--- src/rtl/pwm_meter_pkg.sv ---
// ============================================================================
// pwm_meter_pkg
// Period constants and FSM state type shared by the PWM meter.
// Rev 1.0
// ============================================================================
`default_nettype none

package pwm_meter_pkg;

  localparam int DEF_RATIO    = 2;
  localparam int DEF_PWM_BITS = 3;

  typedef enum logic [0:0] {
    SEEK    = 1'b0,
    MEASURE = 1'b1
  } state_t;

endpackage

`default_nettype wire

--- src/rtl/pwm_meter_tick_gen.sv ---
// ============================================================================
// tick_gen
// Free-running divider; one-clk sample tick every 2**RATIO cycles.
// Rev 1.0
// ============================================================================
`default_nettype none

module tick_gen #(
  parameter int RATIO = 2
) (
  input  logic clk,
  input  logic rst,
  output logic tick
);

  logic [RATIO-1:0] cnt;

  always_ff @(posedge clk or posedge rst) begin
    if (rst) begin
      cnt <= '0;
    end else begin
      cnt <= cnt + 1'b1;
    end
  end

  assign tick = &cnt;

endmodule

`default_nettype wire

--- src/rtl/pwm_meter.sv ---
// ============================================================================
// pwm_meter
// Recovers the duty value of a PWM line, window locked to its rising edge.
// Rev 1.0
// ============================================================================
`default_nettype none

module pwm_meter
  import pwm_meter_pkg::*;
#(
  parameter int RATIO    = DEF_RATIO,
  parameter int PWM_BITS = DEF_PWM_BITS
) (
  input  logic                clk,
  input  logic                rst,
  input  logic                pwm_in,
  output logic [PWM_BITS:0]   duty,
  output logic                duty_valid,
  output logic                locked,
  output logic                lock_err
);

  localparam int             CW        = PWM_BITS + 1;
  localparam logic [CW-1:0]  PERIOD    = CW'(2**PWM_BITS);
  localparam logic [CW-1:0]  LAST_SEEK = CW'(2**PWM_BITS - 1);
  localparam logic [CW-1:0]  ONE       = CW'(1);

  logic          tick;
  logic          sync1;
  logic          pwm_s;
  logic          pwm_q;
  logic          rise;
  state_t        state,   state_nx;
  logic [CW-1:0] win_cnt, win_nx;
  logic [CW-1:0] hi_cnt,  hi_nx;
  logic [CW-1:0] duty_nx;
  logic          valid_nx;
  logic          err_nx;

  tick_gen #(.RATIO(RATIO)) u_tick (
    .clk  (clk),
    .rst  (rst),
    .tick (tick)
  );

  always_ff @(posedge clk or posedge rst) begin
    if (rst) begin
      sync1 <= 1'b0;
      pwm_s <= 1'b0;
      pwm_q <= 1'b0;
    end else begin
      sync1 <= pwm_in;
      pwm_s <= sync1;
      if (tick) begin
        pwm_q <= pwm_s;
      end
    end
  end

  assign rise = tick & pwm_s & ~pwm_q;

  always_ff @(posedge clk or posedge rst) begin
    if (rst) begin
      state      <= SEEK;
      win_cnt    <= '0;
      hi_cnt     <= '0;
      duty       <= '0;
      duty_valid <= 1'b0;
      lock_err   <= 1'b0;
    end else begin
      state      <= state_nx;
      win_cnt    <= win_nx;
      hi_cnt     <= hi_nx;
      duty       <= duty_nx;
      duty_valid <= valid_nx;
      lock_err   <= err_nx;
    end
  end

  // In SEEK, win_cnt doubles as the count of consecutive rise-free ticks.
  always_comb begin
    state_nx = state;
    win_nx   = win_cnt;
    hi_nx    = hi_cnt;
    duty_nx  = duty;
    valid_nx = 1'b0;
    err_nx   = 1'b0;
    if (tick) begin
      case (state)
        SEEK: begin
          if (rise) begin
            state_nx = MEASURE;
            win_nx   = ONE;
            hi_nx    = ONE;
          end else if (win_cnt == LAST_SEEK) begin
            duty_nx  = pwm_s ? PERIOD : '0;
            valid_nx = 1'b1;
            win_nx   = '0;
          end else begin
            win_nx = win_cnt + 1'b1;
          end
        end
        MEASURE: begin
          if (win_cnt == PERIOD) begin
            duty_nx  = hi_cnt;
            valid_nx = 1'b1;
            if (rise) begin
              win_nx = ONE;
              hi_nx  = ONE;
            end else begin
              // The boundary tick already counts as the first rise-free tick.
              state_nx = SEEK;
              win_nx   = ONE;
              hi_nx    = '0;
            end
          end else if (rise) begin
            err_nx = 1'b1;
            win_nx = ONE;
            hi_nx  = ONE;
          end else begin
            win_nx = win_cnt + 1'b1;
            hi_nx  = hi_cnt + {{PWM_BITS{1'b0}}, pwm_s};
          end
        end
        default: state_nx = SEEK;
      endcase
    end
  end

  assign locked = (state == MEASURE);

endmodule

`default_nettype wire

--- config.mk ---
export PLATFORM = sky130hd
export DESIGN_NAME = pwm_meter
export DESIGN_NICKNAME = d
export VERILOG_FILES = /design/src/rtl/pwm_meter_pkg.sv /design/src/rtl/pwm_meter_tick_gen.sv /design/src/rtl/pwm_meter.sv
export SDC_FILE = /design/constraint.sdc
export NUM_CORES = 1
export LEC_CHECK = 0
export ABC_AREA = 0
export CAP_MARGIN = 15
export CORE_AREA = 2 2 59 61
export CTS_BUF_LIST = sky130_fd_sc_hd__clkbuf_2
export DETAILED_ROUTE_END_ITERATION = 16
export DIE_AREA = 0 0 61 63
export GPL_TIMING_DRIVEN = 0
export PLACE_DENSITY_LB_ADDON = 0.3
export SLEW_MARGIN = 40
export SYNTH_ARGS = -nofsm -noshare
export SYNTH_HDL_FRONTEND = slang
export SYNTH_SLANG_ARGS = --single-unit
--- constraint.sdc ---
create_clock -name clk -period 1.8 [get_ports clk]
set_input_delay 0.36 -clock clk [delete_from_list [all_inputs] [get_ports clk]]
set_output_delay 0.36 -clock clk [all_outputs]
set_load 0.05 [all_outputs]
==> results of run 1 <==
==> repair_timing <==
item,CTS,global route
setup buffers,0,0
hold buffers,0,0
resized for setup,7,0
endpoints found under the setup margin,7,0
==> synth_stat cells, drive strengths merged <==
master	instances
nand3b	2
o21ai	15
ha	5
nand2	12
dfrtp	20
mux2i	1
o32ai	1
buf	2
a31oi	1
a32o	1
and2	1
a22oi	1
and4bb	1
inv	8
and3	2
or4	1
nand4	1
nor3b	1
a21o	3
a21boi	1
nand2b	1
nand4b	1
nand3	2
nor2	2
or3	2
a21oi	3
==> stage by stage <==
stage / total power [mW] / hold slack (ns) / std cells / setup slack [ns]
global route: 1.394 / 0.3687 / 150 / 0.02469
global placement: 1.144 / 0.3321 / 146 / 0.1607
floorplan: 1.006 / 0.3238 / 91 / 0.2113
CTS: 1.303 / 0.3748 / 150 / 0.1182
detailed placement: 1.152 / 0.3364 / 146 / 0.1497
finish: 1.282 / 0.3545 / 150 / 0.1445
==> area by class of cell <==
type	count	area share
Inverter	8	0.02737
Buffer	2	0.01140
Timing Repair Buffer	9	0.07412
Sequential cell	20	0.4561
Multi-Input combinational cell	61	0.3615
Clock inverter	1	0.003421
Clock buffer	3	0.01368
Tap cell	46	0.05245
==> registers in the layout (all words and copies together), names as in the netlist <==
| name | flops |
|---|---|
| duty | 4 |
| hi_cnt | 4 |
| win_cnt | 4 |
| u_tick.cnt | 2 |
| duty_valid | 1 |
| lock_err | 1 |
| locked | 1 |
| pwm_q | 1 |
| pwm_s | 1 |
| sync1 | 1 |
==> layer usage <==
metal / share of wire / global-route usage / routed length, um / vias to the layer above
met5: 0 / 0 / 0 / -
met4: 0.011 / 0.01630 / 18 / 0
met3: 0.053 / 0.04348 / 83 / 2
met2: 0.46 / 0.1371 / 730 / 13
met1: 0.47 / 0.1401 / 740 / 316
li1: - / - / - / 350
==> report_power, final <==
part           switching (mW)  internal, mW
sequential             0.0912         0.556
combinational           0.293         0.168
clock                   0.126        0.0483
total                   0.510         0.772
==> cell families (layout without fill, tap and decap cells) <==
logic type | count (synthesis) | after routing | share of synthesized area
AND/OR/NAND/NOR | 29 | 29 | 0.1784
adder cells (fa/ha/maj) | 5 | 5 | 0.06658
AO/OA/AOI/OAI | 26 | 26 | 0.1664
flip-flops | 20 | 20 | 0.5326
multiplexers | 1 | 1 | 0.01065
buffers and inverters | 10 | 23 | 0.04527
==> worst paths after layout <==
kind	from	end	slack, ns	cells past startpoint
min in group clk	sync1	pwm_s	0.37	0
min	rst	duty[0]	0.35	2
max reg2reg	u_tick.cnt[0]	win_cnt[3]	0.16	6
min reg2reg	sync1	pwm_s	0.37	0
max	locked	locked	0.14	1
max in group asynchronous	rst	u_tick.cnt[1]	1.09	2
==> results.sh, run 1 <==
export IMPL_drtIter0Drc=19
export IMPL_vdd_ir_drop_max_v=0.0003880
export IMPL_die_h_um=63
export IMPL_place_gp_congestion=0.7043
export IMPL_cp_arrival_ns=1.30
export IMPL_cts_sinks=20
export IMPL_worst_skew_pair_late_latency_ns=0.30
export IMPL_yosysUniqueCellTypes=29
export IMPL_syn_cell_area_sq_um=939.7
export IMPL_max_stage_delay_ns=0.54
export IMPL_min_path_type="input port to asynchronous set/reset pin"
export IMPL_p_leak_nw=0.5323
export IMPL_worst_pin_slew_ns=0.7008
export IMPL_area_delta_synth_final_pct=16.78
export IMPL_setup_viol=0
export IMPL_relSlewSlack=0.5299
export IMPL_cp_buffers_inverters=1
export IMPL_antenna_found_initial=0
export IMPL_via_count=681
export IMPL_drv_slew=0
export IMPL_outcome="finished, final reports clean"
export IMPL_final_common_cell="dfrtp_1"
export IMPL_p_per_area_nw_per_um2=1169
export IMPL_fin_nets=113
export IMPL_multi_input_area_sq_um=396.6
export IMPL_postLayoutCellArea_sq_um=1097
export IMPL_critPathKind="register to output pin"
export IMPL_grt_pass1_wl_um=2842
export IMPL_yosys_top_cells_area="dfrtp_1 53%, ha_1 6.7%, nand2_1 4.8%"
export IMPL_drc_errors=0
export IMPL_routed_via_density=4.540
export IMPL_worst_setup_path_start_kind="register"
export IMPL_cap_violations=0
export IMPL_grt_overflow=0
export IMPL_yosysTopAreaCell="dfrtp_1"
export IMPL_synth_top_cell_area_share=0.5326
export IMPL_cpMaxStageDelayCell="dlygate4sd2_1"
export IMPL_tns_ns=0
export IMPL_rsz0062_at_grt="no"
export IMPL_ys_seq_elements=20
export IMPL_hpwlAfterDp_um=1212
export IMPL_grtUsageTotal=0.09757
export IMPL_drive_above_1_share=0.07692
export IMPL_period_share=0.9197
export IMPL_dieArea_sq_um=3843
export IMPL_htree_levels=1
export IMPL_port_buffer_count=9
export IMPL_final_cell_mix="20 x dfrtp_1, 12 x nand2_1, 8 x o21ai_0"
export IMPL_crit_chain="dlygate4sd2_1"
export IMPL_clock_skew_final_ns=0.01559
export IMPL_cts_made_buffers=3
export IMPL_wire_per_inst_um=10.48
export IMPL_start_util=0.2907
export IMPL_firstDrtPassIters=4
export IMPL_coreArea_sq_um=3232
export IMPL_synth_nets=99
export IMPL_end_kind="output pin"
export IMPL_ys_warnings_count=0
export IMPL_ant_nets=0
export IMPL_tritoncts="done"
export IMPL_fp_row_count=21
export IMPL_ff_latch_area_sq_um=500.5
export IMPL_hold_viol=0
export IMPL_max_freq_ghz=0.6041
export IMPL_avgSynthCellArea_sq_um=10.33
export IMPL_num_antenna_cells=0
export IMPL_synthCells=91
export IMPL_first_global_vias=637
export IMPL_fin_util=0.3395
export IMPL_routed_wl_um=1572
export IMPL_cts_buffer_depth=2
export IMPL_path_max_fanout=4
export IMPL_io_pin_count=10
export IMPL_placed_cell_area_sq_um=1087
export IMPL_critical_path_top_delay_family="buffers and inverters"
export IMPL_fin_crit_ns=1.655
export IMPL_cts_clk_slew_worst_paths_ns=0.18
export IMPL_cp_required_ns=1.44
export IMPL_die_w_um=61
export IMPL_fillers=348
export IMPL_cts_root_buf="clkbuf_2"
export IMPL_grt_max_degree=21
export IMPL_yosysSeqAreaShare=0.5326
(Power assumes the default switching activity.)
==> run 2: changes to the inputs <==
--- a/config.mk
+++ b/config.mk
@@ -11,7 +11,9 @@
 export CTS_BUF_LIST = sky130_fd_sc_hd__clkbuf_2
 export DETAILED_ROUTE_END_ITERATION = 16
 export DIE_AREA = 0 0 61 63
+export DONT_BUFFER_PORTS = 1
 export GPL_TIMING_DRIVEN = 0
+export HOLD_SLACK_MARGIN = 0.1
 export PLACE_DENSITY_LB_ADDON = 0.3
 export SLEW_MARGIN = 40
 export SYNTH_ARGS = -nofsm -noshare
==> results.sh, run 2 (same netlist as run 1, synthesis figures left out) <==
export IMPL_critPathLaunch="u_tick.cnt[0]"
export IMPL_worstHoldStart="sync1"
export IMPL_wire_per_inst_um=11.77
export IMPL_firstDrtPassIters=4
export IMPL_drv_slew=0
export IMPL_htree_levels=1
export IMPL_hpwlAfterDp_um=1238
export IMPL_outcome="finished, final reports clean"
export IMPL_rsz0062_at_grt="no"
export IMPL_period_share=0.9317
export IMPL_coreArea_sq_um=3232
export IMPL_cts_sinks=20
export IMPL_drc_errors=0
export IMPL_cpMaxStageDelayCell="or4_1"
export IMPL_cts_buffer_depth=2
export IMPL_grt_pass1_wl_um=3049
export IMPL_fp_row_count=21
export IMPL_port_buffer_count=0
export IMPL_max_freq_ghz=0.5963
export IMPL_routed_wl_um=1671
export IMPL_hold_path_cell_count=0
export IMPL_cp_arrival_ns=1.93
export IMPL_p_per_area_nw_per_um2=1205
export IMPL_drtIter0Drc=36
export IMPL_critPathKind="register to register"
export IMPL_worst_skew_pair_late_latency_ns=0.30
export IMPL_num_antenna_cells=0
export IMPL_cp_required_ns=2.05
export IMPL_area_delta_synth_final_pct=9.987
export IMPL_path_max_fanout=10
export IMPL_worst_pin_slew_ns=0.4713
export IMPL_critical_path_depth=6
export IMPL_critical_path_top_delay_family="simple AND/OR/NAND/NOR gates"
export IMPL_tritoncts="done"
export IMPL_dp_cells=137
export IMPL_fin_crit_ns=1.677
export IMPL_place_gp_congestion=0.7291
export IMPL_placed_cell_area_sq_um=997.2
export IMPL_top_usage_layer="met2"
export IMPL_reg2reg_depth=6
export IMPL_relSlewSlack=0.6858
export IMPL_cts_made_buffers=3
export IMPL_vdd_ir_drop_max_v=0.0002533
export IMPL_setup_viol=0
export IMPL_grtUsageTotal=0.1046
export IMPL_antenna_found_initial=0
export IMPL_p_leak_nw=0.4835
export IMPL_grt_use_met1=0.1425
export IMPL_tns_ns=0
export IMPL_via_count=659
export IMPL_max_stage_delay_ns=0.48
export IMPL_fillers=350
export IMPL_multi_input_area_sq_um=396.6
export IMPL_hold_viol=0
export IMPL_start_util=0.2907
export IMPL_clock_skew_final_ns=0.01199
export IMPL_die_w_um=61
export IMPL_cp_buffers_inverters=1
export IMPL_reg_top3="duty x4, hi_cnt x4, win_cnt x4"
export IMPL_rr_startpoint="u_tick.cnt[0]"
export IMPL_ff_latch_area_sq_um=501.7
export IMPL_postLayoutCellArea_sq_um=1033
export IMPL_die_h_um=63
export IMPL_final_cells=142
export IMPL_end_kind="register"
export IMPL_min_path_type="register to register"
export IMPL_grt_overflow=0
export IMPL_fin_nets=106
export IMPL_drive_above_1_share=0.1042
export IMPL_crit_chain="ha_1, buf_4, nand3b_2, nand3_1, or4_1, o21ai_1"
export IMPL_routed_via_density=4.641
export IMPL_io_pin_count=10
export IMPL_cap_violations=0
export IMPL_cts_root_buf="clkbuf_2"
export IMPL_dieArea_sq_um=3843
export IMPL_cts_clk_slew_worst_paths_ns=0.19
export IMPL_first_global_vias=677
export IMPL_grt_use_met2=0.1573
export IMPL_final_cell_mix="19 x dfrtp_1, 12 x nand2_1, 8 x o21ai_0, 7 x inv_1, 7 x o21ai_1"
export IMPL_final_common_cell="dfrtp_1"
export IMPL_fin_util=0.3198
export IMPL_grt_max_degree=21
export IMPL_use_met3=0.02484
export IMPL_ant_nets=0
export IMPL_worst_setup_path_start_kind="register"
run 2: repair_timing:
| action | 4_1_cts | 5_1_grt |
|---|---|---|
| setup endpoints to repair | 0 | 6 |
| endpoints found under the hold margin | 21 | 0 |
| gates resized for setup | 0 | 1 |
| setup buffers | 0 | 0 |
| hold buffers | 2 | 0 |
run 2: layout make-up:
| type | count | share of cell area |
|---|---|---|
| repair buffers | 2 | 0.01937 |
| multi-input cells | 61 | 0.3838 |
| plain buffers | 2 | 0.01211 |
| flip-flops and latches | 20 | 0.4855 |
| clock buffers | 3 | 0.01453 |
| inverters | 8 | 0.02906 |
| well taps | 46 | 0.05569 |
run 2: path summary, 6_finish.rpt:
check	end	slack (ns)
setup / recovery	win_cnt[3]	0.12
hold / removal	pwm_s	0.37
min in group asynchronous	win_cnt[1]	0.48
max in group asynchronous	locked	1.01
setup reg to reg	win_cnt[3]	0.12
hold reg to reg	pwm_s	0.37
run 2: routing by layer:
| layer | vias up | share of wire | wire (um) |
|---|---|---|---|
| li1 | 333 | - | - |
| met1 | 314 | 0.51 | 845 |
| met2 | 10 | 0.45 | 755 |
| met3 | 2 | 0.034 | 57 |
| met4 | 0 | 0.0078 | 13 |
| met5 | - | 0 | 0 |
run 2: metrics by stage:
step	setup slack (ns)	hold WS, ns	power (mW)
after floorplan	0.2113	0.3238	1.006
after global placement	0.05694	0.3342	1.066
after detailed placement	0.06102	0.3347	1.080
after CTS	0.008898	0.3729	1.262
after global routing	0.007061	0.4026	1.358
final	0.1229	0.3712	1.245
run 2: power by group:
| part | switching (mW) | internal (mW) |
|---|---|---|
| logic | 0.141 | 0.132 |
| registers | 0.240 | 0.555 |
| clock network | 0.131 | 0.0455 |
| total | 0.513 | 0.732 |
